### config.mk
export PLATFORM = sky130hd
export DESIGN_NAME = multicycle_control
export DESIGN_NICKNAME = d
export VERILOG_FILES = /design/src/rtl/multicycle_control_pkg.sv /design/src/rtl/multicycle_control.sv
export SDC_FILE = /design/constraint.sdc
export NUM_CORES = 1
export LEC_CHECK = 0
export CAP_MARGIN = 10
export CORE_MARGIN = 4
export CORE_UTILIZATION = 39
export CTS_CLUSTER_DIAMETER = 150
export DETAILED_ROUTE_END_ITERATION = 12
export PLACE_DENSITY = 0.8
export SKIP_LAST_GASP = 1
export SYNTH_ARGS = -nofsm -noshare
export SYNTH_HDL_FRONTEND = slang
export SYNTH_SLANG_ARGS = --single-unit
### constraint.sdc
create_clock -name clk -period 1.8 [get_ports clk]
set_clock_uncertainty 0.1 [all_clocks]
set_input_delay 0.36 -clock clk [delete_from_list [all_inputs] [get_ports clk]]
set_output_delay 0.36 -clock clk [all_outputs]
set_load 0.005 [all_outputs]
### src/rtl/multicycle_control_pkg.sv
// -----------------------------------------------------------------------------
// multicycle_control_pkg
//   Shared constants for the MIPS multicycle control path: opcodes, ALUop
//   codes, PC-source and ALU-B select codes, and the control FSM state codes.
//   Also used by alu_control and the datapath so all agree on encodings.
// -----------------------------------------------------------------------------
package multicycle_control_pkg;

    // IR[31:26] opcodes
    localparam logic [5:0] OP_RTYPE = 6'b000000;
    localparam logic [5:0] OP_LW    = 6'b100011;
    localparam logic [5:0] OP_SW    = 6'b101011;
    localparam logic [5:0] OP_BEQ   = 6'b000100;
    localparam logic [5:0] OP_BNE   = 6'b000101;
    localparam logic [5:0] OP_ADDI  = 6'b001000;
    localparam logic [5:0] OP_ORI   = 6'b001101;
    localparam logic [5:0] OP_J     = 6'b000010;

    // ALUop codes consumed by alu_control
    localparam logic [1:0] ALUOP_ADD  = 2'b00;
    localparam logic [1:0] ALUOP_SUB  = 2'b01;
    localparam logic [1:0] ALUOP_FUNC = 2'b10;
    localparam logic [1:0] ALUOP_OR   = 2'b11;

    // PC source mux
    localparam logic [1:0] PCSRC_ALU    = 2'b00;
    localparam logic [1:0] PCSRC_ALUOUT = 2'b01;
    localparam logic [1:0] PCSRC_JUMP   = 2'b10;
    localparam logic [1:0] PCSRC_REGA   = 2'b11;

    // ALU B operand mux
    localparam logic [1:0] SRCB_B      = 2'b00;
    localparam logic [1:0] SRCB_FOUR   = 2'b01;
    localparam logic [1:0] SRCB_IMM    = 2'b10;
    localparam logic [1:0] SRCB_IMM_SH = 2'b11;

    // Control FSM states; codes 13..15 are unused
    typedef enum logic [3:0] {
        S_IDLE      = 4'd0,
        S_FETCH     = 4'd1,
        S_DECODE    = 4'd2,
        S_MEM_ADDR  = 4'd3,
        S_MEM_READ  = 4'd4,
        S_MEM_WB    = 4'd5,
        S_MEM_WRITE = 4'd6,
        S_R_EXEC    = 4'd7,
        S_R_WB      = 4'd8,
        S_BRANCH    = 4'd9,
        S_IMM_EXEC  = 4'd10,
        S_IMM_WB    = 4'd11,
        S_JUMP      = 4'd12
    } state_e;

endpackage

### src/rtl/multicycle_control.sv
// -----------------------------------------------------------------------------
// multicycle_control
//   Main control FSM for the 32-bit MIPS multicycle datapath. Sequences each
//   instruction through fetch/decode/execute/memory/writeback and drives all
//   datapath enables. Outputs are Moore decodes of the state, except pc_write
//   and ir_write which are qualified combinationally by mem_ready, zero, jr.
//
// Ports
//   clk, rst_n      : clock, asynchronous active-low reset
//   opcode          : IR[31:26], stable from DECODE until next FETCH completes
//   zero            : ALU zero flag (branch resolution)
//   jr              : from alu_control, meaningful while alu_op = FUNC
//   mem_ready       : memory access complete (stalls FETCH/MEM_READ/MEM_WRITE)
//   pc_write, pc_source, iord, mem_read, mem_write, ir_write, mem_to_reg,
//   reg_dst, reg_write, alu_src_a, alu_src_b, ext_zero, alu_op : datapath ctl
//   illegal_op      : one-cycle pulse in DECODE for an unsupported opcode
//   state           : current state code, for debug
// -----------------------------------------------------------------------------
module multicycle_control
    import multicycle_control_pkg::*;
(
    input  logic       clk,
    input  logic       rst_n,
    input  logic [5:0] opcode,
    input  logic       zero,
    input  logic       jr,
    input  logic       mem_ready,
    output logic       pc_write,
    output logic [1:0] pc_source,
    output logic       iord,
    output logic       mem_read,
    output logic       mem_write,
    output logic       ir_write,
    output logic       mem_to_reg,
    output logic       reg_dst,
    output logic       reg_write,
    output logic       alu_src_a,
    output logic [1:0] alu_src_b,
    output logic       ext_zero,
    output logic [1:0] alu_op,
    output logic       illegal_op,
    output logic [3:0] state
);

    state_e state_q;
    state_e state_d;

    always_ff @(posedge clk or negedge rst_n) begin
        if (!rst_n) state_q <= S_IDLE;
        else        state_q <= state_d;
    end

    assign state = state_q;

    always_comb begin
        // Everything defaults low; unused codes 13..15 fall back to FETCH.
        state_d    = S_FETCH;
        pc_write   = 1'b0;
        pc_source  = PCSRC_ALU;
        iord       = 1'b0;
        mem_read   = 1'b0;
        mem_write  = 1'b0;
        ir_write   = 1'b0;
        mem_to_reg = 1'b0;
        reg_dst    = 1'b0;
        reg_write  = 1'b0;
        alu_src_a  = 1'b0;
        alu_src_b  = SRCB_B;
        ext_zero   = 1'b0;
        alu_op     = ALUOP_ADD;
        illegal_op = 1'b0;

        case (state_q)
            S_IDLE: state_d = S_FETCH;

            S_FETCH: begin
                // PC+4 computed every cycle, but only committed with the IR
                mem_read  = 1'b1;
                alu_src_b = SRCB_FOUR;
                ir_write  = mem_ready;
                pc_write  = mem_ready;
                state_d   = mem_ready ? S_DECODE : S_FETCH;
            end

            S_DECODE: begin
                // Speculatively compute branch target into ALUOut
                alu_src_b = SRCB_IMM_SH;
                case (opcode)
                    OP_LW, OP_SW:    state_d = S_MEM_ADDR;
                    OP_RTYPE:        state_d = S_R_EXEC;
                    OP_BEQ, OP_BNE:  state_d = S_BRANCH;
                    OP_ADDI, OP_ORI: state_d = S_IMM_EXEC;
                    OP_J:            state_d = S_JUMP;
                    default: begin
                        illegal_op = 1'b1;
                        state_d    = S_FETCH;
                    end
                endcase
            end

            S_MEM_ADDR: begin
                alu_src_a = 1'b1;
                alu_src_b = SRCB_IMM;
                state_d   = (opcode == OP_LW) ? S_MEM_READ : S_MEM_WRITE;
            end

            S_MEM_READ: begin
                mem_read = 1'b1;
                iord     = 1'b1;
                state_d  = mem_ready ? S_MEM_WB : S_MEM_READ;
            end

            S_MEM_WB: begin
                reg_write  = 1'b1;
                mem_to_reg = 1'b1;
                state_d    = S_FETCH;
            end

            S_MEM_WRITE: begin
                mem_write = 1'b1;
                iord      = 1'b1;
                state_d   = mem_ready ? S_FETCH : S_MEM_WRITE;
            end

            S_R_EXEC: begin
                alu_src_a = 1'b1;
                alu_op    = ALUOP_FUNC;
                // jr resolves here: load PC from register A, skip writeback
                if (jr) begin
                    pc_write  = 1'b1;
                    pc_source = PCSRC_REGA;
                    state_d   = S_FETCH;
                end else begin
                    state_d   = S_R_WB;
                end
            end

            S_R_WB: begin
                reg_write = 1'b1;
                reg_dst   = 1'b1;
                state_d   = S_FETCH;
            end

            S_BRANCH: begin
                alu_src_a = 1'b1;
                alu_op    = ALUOP_SUB;
                pc_source = PCSRC_ALUOUT;
                // beq taken on zero, bne taken on !zero
                pc_write  = zero ^ (opcode == OP_BNE);
                state_d   = S_FETCH;
            end

            S_IMM_EXEC: begin
                alu_src_a = 1'b1;
                alu_src_b = SRCB_IMM;
                if (opcode == OP_ORI) begin
                    alu_op   = ALUOP_OR;
                    ext_zero = 1'b1;
                end
                state_d = S_IMM_WB;
            end

            S_IMM_WB: begin
                reg_write = 1'b1;
                state_d   = S_FETCH;
            end

            S_JUMP: begin
                pc_write  = 1'b1;
                pc_source = PCSRC_JUMP;
                state_d   = S_FETCH;
            end

            default: state_d = S_FETCH;
        endcase
    end

endmodule

==> results of run 1 <==
## cells by family after synthesis
| group | share of synthesized area, % |
|---|---|
| AOI/OAI and AO/OA | 31.7 |
| xor gates and xnor gates | 5.48 |
| buffers and inverters | 7.63 |
| DFF | 15.7 |
| muxes | 3.33 |
| and+or+nand+nor | 36.2 |
## per-stage QoR
step / area, um2 / setup TNS [ps] / instances / hold WS, ps
after CTS: 1370 / -1240 / 180 / 227
after detailed placement: 1190 / -7330 / 167 / 479
after global placement: 1190 / -6620 / 167 / 468
after floorplan: 639 / 0 / 95 / -35.6
## what timing repair did
action | CTS
gates resized for setup | 103
setup buffers | 10
pin swaps | 10
endpoints found under the hold margin | 0
setup endpoints to repair | 22
==> flow_summary.ini, run 1 <==
[global_route]
grt_max_degree = 12
grt_antenna_before_repair = 0

[place]
portBuffers = 31
preCtsSetupSlack_ps = -832
place_congestion = 0.801
hpwlAfterDp_mm = 1.95

[clock_tree]
ctsHoldBuffers = 0
cts_made_buffers = 3
htreeDepth = 1
clock-sinks = 4
cts_root_buffer = clkbuf_4
cts_buffer_depth = 2

[synthesis]
netlist_area_um2 = 639
synthFlopType = dfrtp_1
async_flop_share_pct = 100
ys_seq_area_share_pct = 15.7
syn_inst = 95
synth_top_area_share_pct = 15.7
syn-num-nets = 106
synth-edff-count = 0
synth-seq-cells = 4
yosys_warnings = 0
synth_top_cell_by_area = dfrtp_1
netlist_top_cells_count = nor2_1 (15), nor3_1 (8), nand2b_1 (6)
synthDistinctLibCells = 37
synth.area.top_cells = dfrtp_1 (16%), nor2_1 (8.8%), nor3_1 (6.3%)
synth_area_per_cell_um2 = 6.73
yosysMostFrequentCell = nor2_1

[floorplanning]
initial_core_util_pct = 42.0
num_rows = 14
die_h_um = 48.5
die_x_um = 48.5
io_pins = 32

[run_status]
stop_stage = global routing
outcome = aborted with a tool error
error = [ERROR DPL-0033] detailed placement checks failed during check placement.

[timing]
worst_endpoint = pc_write
worst-ep-kind = primary output
==> run 2, diff against run 1 <==
--- a/config.mk
+++ b/config.mk
@@ -6,11 +6,10 @@
 export NUM_CORES = 1
 export LEC_CHECK = 0
 export CAP_MARGIN = 10
-export CORE_MARGIN = 4
-export CORE_UTILIZATION = 39
-export CTS_CLUSTER_DIAMETER = 150
+export CORE_AREA = 4 4 65 67
 export DETAILED_ROUTE_END_ITERATION = 12
-export PLACE_DENSITY = 0.8
+export DIE_AREA = 0 0 69 71
+export PLACE_DENSITY_LB_ADDON = 0.15
 export SKIP_LAST_GASP = 1
 export SYNTH_ARGS = -nofsm -noshare
 export SYNTH_HDL_FRONTEND = slang
==> run 2 against run 1 <==
  * The flow now finishes, with violations (negative setup slack)
  * Synthesized cell count unchanged
  * Area after synthesis unchanged
==> flow_summary.ini, run 2 <==
[routing]
drtPass1Iterations = 4
first_iter_violations = 39
avgViaCountPerCell = 4.46
routedWlPerCell_um = 12.7
ant_nets = 0
vias = 1026
drcViolationCount = 0
drt-total-wl_mm = 2.93

[global_route]
grt_antenna_before_repair = 0
grt_max_degree = 8
grt_use_total_pct = 11.1
grt_pass1_vias = 1036
grt_pass1_wl_mm = 4.57
overflow = 0

[power]
clkPwrFrac_pct = 8.6
power_frac_seq_pct = 8.5
netSwitchingFraction_pct = 38.6
switchingPower_uw = 841
comb_power_share_pct = 83.0
total_power_uw = 2180
vdd_drop_max_mv = 0.371
powerDensity_nw_per_um2 = 1330
p_int_uw = 1330
p_leak_uw = 0.000817

[critical_path]
r2r_cells = 7
cp_max_fo = 4
reg2reg_to = state[1]
r2r_setup_slack_ps = 220
r2r_start = state[2]
arrival_ps = 1450
crit_path_end_kind = output port
critPathRequiredTime_ps = 1340
path_class = reg -> out
startpoint_type = register

[flow_run]
drv_cap = 0

[synthesis]
ys_seq_area_share_pct = 15.7
synth_top_area_share_pct = 15.7
synth_top_family_by_area = simple AND/OR/NAND/NOR gates
synthFlopType = dfrtp_1
syn-num-nets = 106
netlist_top_cells_count = nor2_1 (15), nor3_1 (8), nand2b_1 (6)
synth.area.top_cells = dfrtp_1 (16%), nor2_1 (8.8%), nor3_1 (6.3%)
async_flop_share_pct = 100
syn_inst = 95
yosysMostFrequentCell = nor2_1
synthDistinctLibCells = 37
synth-seq-cells = 4
synth-edff-count = 0
synth-xor-area-share_pct = 5.48
synth_top_cell_by_area = dfrtp_1
synthAdderAreaFrac_pct = 0
yosys_warnings = 0
synthMuxAreaShare_pct = 3.33
synth_compound_area_share_pct = 31.7
synth_area_per_cell_um2 = 6.73
synth-simple-area-share_pct = 36.2
netlist_area_um2 = 639

[floorplanning]
core-area_um2 = 3630
die_h_um = 71
die_area_um2 = 4900
die_x_um = 69
num_rows = 22
io_pins = 32
initial_core_util_pct = 17.6

[timing]
finalSetupViolations = 9
layout_min_cycle_time_ps = 1910
drv_slew = 0
fin_ws_ps = -107
fmax_ghz = 0.525
finalHoldViolations = 0
hold_ws_ps = 261
worstMarginPinSlew_ps = 294
fin_tns_setup_ps = -429
maxSlewHeadroom_pct = 80.2
fin_crit_sh_pct = 106
rsz0062_at_grt = true

[place]
hpwlAfterDp_mm = 2.02
place_area_um2 = 1260
place_congestion = 0.801
portBuffers = 31
dp_cells = 203

[cells_and_area]
drive_above_1_share_pct = 64.8
largest_register_ffs = 4
num-fill-cells = 396
antenna_cells = 0
final_cells = 230
regArea_um2 = 105
nets = 195
final_cell_mix = buf_4 (48), buf_6 (16), buf_2 (14), nor2_1 (9), clkbuf_2 (5)
design_area_um2 = 1640
syn_to_final_growth_pct = 156
multi_input_area_um2 = 667
layout_commonest_cell = buf_4

[clock_tree]
insertion_delay_ps = 220
clock-sinks = 4
ctsHoldBuffers = 0
cts_buffer_depth = 2
cts_made_buffers = 3
path_clk_slew_ps = 30
cts_root_buffer = clkbuf_8
cts_tree = yes
htreeDepth = 1

[min_path]
hold_path.class = in -> async

[run_status]
violations = negative setup slack
outcome = finished with violations
run 2: through the flow:
step | worst slack, ps | utilization (%)
global placement | -782 | 34.7
detailed placement | -789 | 34.7
CTS | -231 | 40.7
global route | -151 | 45.1
finish | -107 | 45.1
floorplan | 183 | -
run 2: metal layers:
layer  vias to the layer above  share of wire, %  track usage, %
li1                        521                 -               -
met1                       475                41            12.4
met2                        28                54            21.3
met3                         2               4.1            1.99
met4                         0              0.75            3.47
met5                         -                 0               0
run 2: power by group through the flow:
stage	clock, uW	sequential (uW)	combinational [uW]
global placement	0	179	1250
global route	198	188	1940
finish	186	184	1800
CTS	190	175	1540
floorplan	0	165	536
detailed placement	0	177	1260
run 2: area by class of cell:
cell class / count / share of cell area (%)
timing repair buffer: 94 / 46.3
multi-input combinational: 79 / 40.7
sequential: 4 / 6.41
tap: 48 / 3.66
clock buffer: 3 / 2.52
inverter: 2 / 0.458
run 2: critical path, cell delays in order (launching register included):
cell	delay [ps]
dfrtp_2	430
buf_4	140
nand2b_4	140
buf_4	150
o31ai_1	220
buf_2	150
run 2: kinds of logic after synthesis:
kind of cell	count (synthesis)
muxes	2
AOI/OAI and AO/OA	28
buffers and inverters	12
xor gates and xnor gates	4
and+or+nand+nor	45
DFF	4
run 2: repair_timing:
action | 4_1_cts | 5_1_grt
setup endpoints to repair | 19 | 19
buffers inserted | 15 | 9
resized for setup | 108 | 40
hold endpoints to repair | 0 | 0
gates cloned | 0 | 0
pin swaps | 11 | 15
run 2: worst max path at each step:
stage	to	start	slack, ps	cells after the start
after floorplan	pc_write	state[1]	180	5
after global placement	alu_op[1]	opcode[3]	-780	6
after detailed placement	alu_op[1]	opcode[3]	-790	6
after CTS	alu_op[1]	opcode[1]	-230	7
after global routing	pc_write	state[1]	-150	7
final	pc_write	state[1]	-110	5
(Power assumes the default switching activity.)
